--- config.mk ---
export PLATFORM = sky130hd
export DESIGN_NAME = rom_fetch_flat
export DESIGN_NICKNAME = d
export VERILOG_FILES = /design/src/rtl/rom_fetch_if.sv /design/src/rtl/rom_fetch.sv /design/src/flat_wrapper.sv
export SDC_FILE = /design/constraint.sdc
export NUM_CORES = 1
export LEC_CHECK = 0
export ABC_AREA = 1
export CORE_MARGIN = 3
export CORE_UTILIZATION = 45
export CTS_BUF_LIST = sky130_fd_sc_hd__clkbuf_4
export DETAILED_ROUTE_END_ITERATION = 8
export PLACE_DENSITY = 0.81
export SETUP_SLACK_MARGIN = 0.3
export SYNTH_ARGS = -nofsm -noshare
export SYNTH_HDL_FRONTEND = slang
export SYNTH_SLANG_ARGS = --single-unit
--- constraint.sdc ---
create_clock -name clk -period 1.5 [get_ports clk]
set_input_delay 0.45 -clock clk [delete_from_list [all_inputs] [get_ports clk]]
set_output_delay 0.45 -clock clk [all_outputs]
set_load 0.01 [all_outputs]
--- src/rtl/rom_fetch_if.sv ---
// ROM / decoder / redirect bundle for rom_fetch.
// master = fetch unit side, slave = ROM + decoder + controller side.
interface rom_fetch_if #(
  parameter int ADDR_W = 8,
  parameter int DATA_W = 8
);
  logic [DATA_W-1:0] rom_data;
  logic [ADDR_W-1:0] rom_addr;
  logic              rom_read;
  logic              rom_ena;
  logic              ins_valid;
  logic              ins_ready;
  logic [DATA_W-1:0] ins_opcode;
  logic [DATA_W-1:0] ins_operand;
  logic              pc_load;
  logic [ADDR_W-1:0] pc_load_addr;
  logic              halted;
  logic [ADDR_W-1:0] pc;

  modport master (
    input  rom_data, ins_ready, pc_load, pc_load_addr,
    output rom_addr, rom_read, rom_ena, ins_valid, ins_opcode, ins_operand,
           halted, pc
  );

  modport slave (
    output rom_data, ins_ready, pc_load, pc_load_addr,
    input  rom_addr, rom_read, rom_ena, ins_valid, ins_opcode, ins_operand,
           halted, pc
  );
endinterface

--- src/rtl/rom_fetch.sv ---
// Instruction fetch unit: owns the PC, reads one/two-byte instructions from ROM
// and hands them to the decoder. Define ROM_FETCH_JMP_EN to resolve JMP locally.
module rom_fetch #(
  parameter int ADDR_W = 8,
  parameter int DATA_W = 8
) (
  input  logic         clk,
  input  logic         rst,
  rom_fetch_if.master  bus
);
  localparam logic [2:0] S_IDLE      = 3'd0;
  localparam logic [2:0] S_FETCH_OP  = 3'd1;
  localparam logic [2:0] S_FETCH_ARG = 3'd2;
  localparam logic [2:0] S_ISSUE     = 3'd3;
  localparam logic [2:0] S_HALT      = 3'd4;

  logic [2:0]        state_q, state_d;
  logic [ADDR_W-1:0] pc_q, pc_d;
  logic [DATA_W-1:0] opcode_q, opcode_d;
  logic [DATA_W-1:0] operand_q, operand_d;
  logic              fetching;

  function automatic logic is_two_byte(input logic [DATA_W-1:0] op);
    case (op[DATA_W-1 -: 4])
      4'h1, 4'h2, 4'h3, 4'hA: is_two_byte = 1'b1;
      default:                is_two_byte = 1'b0;
    endcase
  endfunction

  function automatic logic is_hlt(input logic [DATA_W-1:0] op);
    is_hlt = (op[DATA_W-1 -: 4] == 4'hF);
  endfunction

`ifdef ROM_FETCH_JMP_EN
  function automatic logic is_jmp(input logic [DATA_W-1:0] op);
    is_jmp = (op[DATA_W-1 -: 4] == 4'hA);
  endfunction
`endif

  always_comb begin
    state_d   = state_q;
    pc_d      = pc_q;
    opcode_d  = opcode_q;
    operand_d = operand_q;
    // Redirect beats everything, including an in-flight or unaccepted instruction.
    if (bus.pc_load) begin
      pc_d    = bus.pc_load_addr;
      state_d = S_FETCH_OP;
    end else begin
      case (state_q)
        S_IDLE: state_d = S_FETCH_OP;
        S_FETCH_OP: begin
          opcode_d = bus.rom_data;
          pc_d     = pc_q + ADDR_W'(1);
          if (is_two_byte(bus.rom_data)) begin
            state_d = S_FETCH_ARG;
          end else begin
            operand_d = '0;
            state_d   = S_ISSUE;
          end
        end
        S_FETCH_ARG: begin
          operand_d = bus.rom_data;
          pc_d      = pc_q + ADDR_W'(1);
          state_d   = S_ISSUE;
`ifdef ROM_FETCH_JMP_EN
          if (is_jmp(opcode_q)) begin
            pc_d    = ADDR_W'(bus.rom_data);
            state_d = S_FETCH_OP;
          end
`endif
        end
        S_ISSUE: begin
          if (bus.ins_ready) state_d = is_hlt(opcode_q) ? S_HALT : S_FETCH_OP;
        end
        S_HALT:  state_d = S_HALT;
        default: state_d = S_IDLE;
      endcase
    end
  end

  always_ff @(posedge clk or negedge rst) begin
    if (!rst) begin
      state_q   <= S_IDLE;
      pc_q      <= '0;
      opcode_q  <= '0;
      operand_q <= '0;
    end else begin
      state_q   <= state_d;
      pc_q      <= pc_d;
      opcode_q  <= opcode_d;
      operand_q <= operand_d;
    end
  end

  // ROM strobes only in the two fetch states so the data bus floats otherwise.
  assign fetching        = (state_q == S_FETCH_OP) || (state_q == S_FETCH_ARG);
  assign bus.rom_read    = fetching;
  assign bus.rom_ena     = fetching;
  assign bus.rom_addr    = pc_q;
  assign bus.ins_valid   = (state_q == S_ISSUE);
  assign bus.ins_opcode  = opcode_q;
  assign bus.ins_operand = operand_q;
  assign bus.halted      = (state_q == S_HALT);
  assign bus.pc          = pc_q;
endmodule

--- src/flat_wrapper.sv ---
// flat-port wrapper written by rule: the top's interface ports become plain ports
module rom_fetch_flat 
#(
  parameter int ADDR_W = 8,
  parameter int DATA_W = 8
)
  (clk, rst, bus_rom_data, bus_ins_ready, bus_pc_load, bus_pc_load_addr, bus_rom_addr, bus_rom_read, bus_rom_ena, bus_ins_valid, bus_ins_opcode, bus_ins_operand, bus_halted, bus_pc);
  rom_fetch_if #(.ADDR_W(ADDR_W), .DATA_W(DATA_W)) bus_i ();
  input  logic clk;
  input  logic rst;
  input wire logic [$bits(bus_i.rom_data)-1:0] bus_rom_data;
  input wire logic [$bits(bus_i.ins_ready)-1:0] bus_ins_ready;
  input wire logic [$bits(bus_i.pc_load)-1:0] bus_pc_load;
  input wire logic [$bits(bus_i.pc_load_addr)-1:0] bus_pc_load_addr;
  output wire logic [$bits(bus_i.rom_addr)-1:0] bus_rom_addr;
  output wire logic [$bits(bus_i.rom_read)-1:0] bus_rom_read;
  output wire logic [$bits(bus_i.rom_ena)-1:0] bus_rom_ena;
  output wire logic [$bits(bus_i.ins_valid)-1:0] bus_ins_valid;
  output wire logic [$bits(bus_i.ins_opcode)-1:0] bus_ins_opcode;
  output wire logic [$bits(bus_i.ins_operand)-1:0] bus_ins_operand;
  output wire logic [$bits(bus_i.halted)-1:0] bus_halted;
  output wire logic [$bits(bus_i.pc)-1:0] bus_pc;
  assign bus_i.rom_data = bus_rom_data;
  assign bus_i.ins_ready = bus_ins_ready;
  assign bus_i.pc_load = bus_pc_load;
  assign bus_i.pc_load_addr = bus_pc_load_addr;
  assign bus_rom_addr = bus_i.rom_addr;
  assign bus_rom_read = bus_i.rom_read;
  assign bus_rom_ena = bus_i.rom_ena;
  assign bus_ins_valid = bus_i.ins_valid;
  assign bus_ins_opcode = bus_i.ins_opcode;
  assign bus_ins_operand = bus_i.ins_operand;
  assign bus_halted = bus_i.halted;
  assign bus_pc = bus_i.pc;
  rom_fetch #(.ADDR_W(ADDR_W), .DATA_W(DATA_W)) u_core (.clk(clk), .rst(rst), .bus(bus_i));
endmodule
* Word-level counts from Yosys, hierarchy flattened
Cells that the tools add are included.
** Cells by class
- $add $sub $neg :: 1
- Equal/unequal tests :: 11
- Multiplexer cells :: 12
- Bitwise operators :: 1
- Reduce and logical (&&, ||, !) cells :: 8
** Operator list (count)
- 8-bit two-way mux :: 3
- 8-bit case mux with 2 select lines :: 1
- 3-bit case mux with 5 select lines :: 1
- 3-bit two-way mux :: 3
- 8-bit by 1-bit adder with 8-bit output (second input constant) :: 1
- 4-bit by 2-bit == test with 1-bit output (second input constant) :: 2
- 4-bit == test (second input constant) :: 2
- 3-bit by 2-bit == test with 1-bit output (second input constant) :: 2
- 4-bit by 1-bit == test with 1-bit output (second input constant) :: 1
- 1-bit two-way mux :: 4
- 2-bit nonzero test :: 2
- 4-bit OR reduction :: 1
- 3-bit by 1-bit == test with 1-bit output (second input constant) :: 1
- 3-bit == test (second input constant) :: 1
- 3-bit logical NOT :: 1
- 3-bit != test (second input constant) :: 1
- 3-bit AND reduction :: 1
- 2-bit != test (second input constant) :: 1
- 2-bit AND reduction :: 1
- 2-bit OR reduction :: 1
- 1-bit logical OR :: 1
- 1-bit NOT :: 1
** Word-level totals
- Register bits :: 27
- Input bits :: 20
- Output and inout bits :: 36
- Word-level logic and storage cells :: 37

* Longest topological paths before layout
- Depth in word-level cells :: 8
- Gate-level depth with buffers :: 8
- Gate-level depth less buffers :: 8

* Worst setup path after synthesis
No wires, ideal clock.
- Path kind :: reg2out
- Start :: reg u_core.state_q[0]
- End :: out bus_rom_read
- Data arrival time :: 0.900 ns
- Data required time :: 1.050 ns
- Slack :: 0.150 ns
- Stages on the path, launching flop included :: 5
- Cell sequence :: dfrtp_1 nor2_2 nand2_4 nand2_4 buf_4
** Between the ends
- Word-level cells in the longest chain between the ends :: 2
- Elaborated cells between the ends (all ways) :: 3
- Classes of those cells :: eq/ne (2); reduce/logical (1)
** Ends and longest elaborated chain
- start: declaration :: line rom_fetch.sv:17 : logic [2:0] state_q, state_d;
- start signal: assignment :: line rom_fetch.sv:89 : state_q <= state_d;
- 3-bit by 1-bit == test with 1-bit output or 3-bit by 2-bit == test with 1-bit output (tied branches) :: line rom_fetch.sv:97 : assign fetching = (state_q == S_FETCH_OP) || (state_q == S_FETCH_ARG);
- 1-bit logical OR * :: line rom_fetch.sv:97
- end: declaration :: line flat_wrapper.sv:16 : output wire logic [$bits(bus_i.rom_read)-1:0] bus_rom_read;
Every way passes the cells marked *; elsewhere a longest branch is shown, timed or not.

* Worst setup path after layout
- Start :: reg u_core.state_q[1]
- End :: out bus_rom_ena
** Between the ends
- Word-level cells in the longest chain between the ends :: 2
- Elaborated cells between the ends (all ways) :: 3
- Classes of those cells :: eq/ne (2); reduce/logical (1)
** Ends and longest elaborated chain
- 3-bit by 1-bit == test with 1-bit output or 3-bit by 2-bit == test with 1-bit output (tied branches) :: line rom_fetch.sv:97
- 1-bit logical OR * :: line rom_fetch.sv:97
- end: declaration :: line flat_wrapper.sv:17 : output wire logic [$bits(bus_i.rom_ena)-1:0] bus_rom_ena;
Marks and branches as above.

==> run metrics <==
status finished, violations left; failing checks negative setup slack; most frequent cell after synthesis nand2_1; post-synthesis area per instance 7.48 sq um; asr flop ratio synth 1.00; top cells by area, synth dfrtp_1 (45%), nand2_1 (17%), nor2_1 (6.0%); io pins 56; Synth cell types 19; Req. time, crit path 1.05 ns; CP arrival 1.30 ns; syn_nets 221; Cell Count, Final, Fillers Out 348; Congestion Overflow GR 0; Synth top area share 0.452; diode count 0; post-synthesis register bit count 27; max-slew violation count 0; Layout Nets 326; max frequency 572 MHz; drt wl/cell 15.3 um; Min Hold Slack 0.437 ns; CTS root buf clkbuf_4; via count 1745; Setup-failing EPs final 20; Port Buffers 55; clock buffer depth 2; core area 3100 sq um; CP Max Fanout 3; worst relative slew slack 0.853; Layout area overhead 86.0%; worst hold-check path type primary input to asynchronous set/reset pin; Worst Setup End Kind output pin; CTS tree built; Final Hold Viols 0; synth warn 0; Final period util 1.17; Main synth FF type dfrtp_1; Clock Skews 0.00574 ns; vias per inst 5.01; clk sink count 27; worst-margin pin slew 0.221 ns; CP Class flip-flop to output pin; min cycle time layout 1.75 ns; Site Rows 20; largest net degree at the start of global routing 28; initial DRC count 97; number of global-route vias before repair 1662; Die X 63.7 um; pwr/cell area 1780 nW/um^2; fillcell total 152; CTS Buf Count 3; Max-Cap Viols 0; Syn Inst Count 200; Die H 63.7 um; clock latency on the worst-skew pair 0.36 ns; All-Layer GR Usage 0.233; crit start category flip-flop; RSZ-0062 raised after global routing true; Worst-path clk slew 0.16 ns; initial antenna violation count 0; die area 4050 sq um; Detailed Routing Iterations Pass 1 4; # DRC 0; sequential share of the synthesized area 0.452; share of layout cells above drive strength 1 0.536; RePlAce Congestion 0.778; biggest area consumer among synthesized cells dfrtp_1; Post-synth EDFFs 0; drt total wl 5310 um; ANT nets after route 0; first-pass GRT wire length 7340 um; DP HPWL 2760 um; Inst Count DP 308; leak pwr 0.00144 uW; H-tree Lvls 1; final setup margin -0.249 ns; peak supply drop 1.13 mV; mapped cell area 1500 sq um; Post-synth top cells nand2_1 (68), dfrtp_1 (27), nor2_1 (24), inv_1 (23), nand3_1 (12); hold_buf cts 0; Initial Util 0.482
## worst paths after layout
check / from / endpoint / slack (ns) / cells after the start
min in group clk: u_core.bus.ins_operand[5]$_DFFE_PN0P_ / u_core.bus.ins_operand[5]$_DFFE_PN0P_ / 0.51 / 2
min reg2reg: u_core.bus.ins_operand[5]$_DFFE_PN0P_ / u_core.bus.ins_operand[5]$_DFFE_PN0P_ / 0.51 / 2
min: rst / u_core.bus.pc[0]$_DFFE_PN0P_ / 0.44 / 2
max: u_core.state_q[1]$_DFFE_PN0P_ / bus_rom_ena / -0.25 / 5
max in group asynchronous: rst / u_core.bus.ins_opcode[3]$_DFFE_PN0P_ / 0.91 / 2
max reg2reg: u_core.state_q[1]$_DFFE_PN0P_ / u_core.bus.pc[6]$_DFFE_PN0P_ / -0.13 / 12
## layout make-up
| type | count | area [sq um] | share of cell area |
|---|---|---|---|
| clock buffers | 3 | 22.5 | 0.00809 |
| flip-flops and latches | 27 | 676 | 0.243 |
| inverters | 25 | 113 | 0.0405 |
| multi-input cells | 137 | 943 | 0.339 |
| well taps | 44 | 55.1 | 0.0198 |
| clock inverters | 1 | 8.76 | 0.00315 |
| repair buffers | 111 | 965 | 0.347 |
## critical path: stages, from the launching register on
cell	delay (ns)
dfrtp_1	0.45
buf_6	0.15
buf_6	0.11
nand2_4	0.06
nand2_4	0.06
buf_6	0.12
## what timing repair did
| item | 4_1_cts | 5_1_grt |
|---|---|---|
| endpoints found under the setup margin | 61 | 63 |
| pin swaps | 13 | 16 |
| resized for setup | 195 | 65 |
| setup buffers | 24 | 12 |
## stage by stage
step	total power, uW	TNS (ns)	utilization	setup WS, ns	instance area [sq um]
3_3_place_gp	3360	-4.79	0.710	-0.209	2200
2_1_floorplan	2350	0	-	0.174	1530
3_5_place_dp	3420	-5.55	0.710	-0.261	2200
5_1_grt	5260	-2.79	0.897	-0.301	2780
4_1_cts	4250	-0.778	0.792	-0.230	2460
6_report	4960	-1.59	0.897	-0.249	2780
## cells in the final DEF (no fill, tap or decap), types with 3 or more instances in the layout
cell             instances
nor2_2                   4
buf_2                   25
nand3_2                  7
a21oi_1                  3
dfrtp_1                 27
buf_12                   3
or2_4                    3
nand2_2                  4
clkdlybuf4s50_1         19
buf_6                   29
clkbuf_4                 3
nand2_1                 57
a21oi_2                  6
buf_4                   35
nor2_4                  16
inv_1                   16
inv_2                    5
nor2_1                   7
nand2_4                  9
nand3_1                  5
## report_power, final
part / internal, uW / switching [uW]
combinational: 1750 / 1680
clock: 110 / 250
sequential: 977 / 196
total: 2830 / 2130
## logic make-up (layout without fill, tap and decap cells)
logic type / after synthesis / after routing / share of synthesized area
simple gates: 120 / 120 / 0.362
flops: 27 / 27 / 0.452
buf+inv: 36 / 140 / 0.118
compound gates: 14 / 14 / 0.0485
fa+ha+maj: 1 / 1 / 0.00836
xor+xnor: 2 / 2 / 0.0117
## routing by layer
| metal | vias to the layer above | global-route usage | part of all wire |
|---|---|---|---|
| li1 | 811 | - | - |
| met1 | 842 | 0.257 | 0.40 |
| met2 | 77 | 0.416 | 0.52 |
| met3 | 15 | 0.0428 | 0.055 |
| met4 | 0 | 0.135 | 0.025 |
| met5 | - | 0 | 0 |
## registers in the layout, summed over array words and instances (netlist names)
register,count
u_core.bus.pc,8
u_core.bus.ins_opcode,8
u_core.bus.ins_operand,8
u_core.state_q,3
No activity file was read; power rests on OpenSTA's default activity.
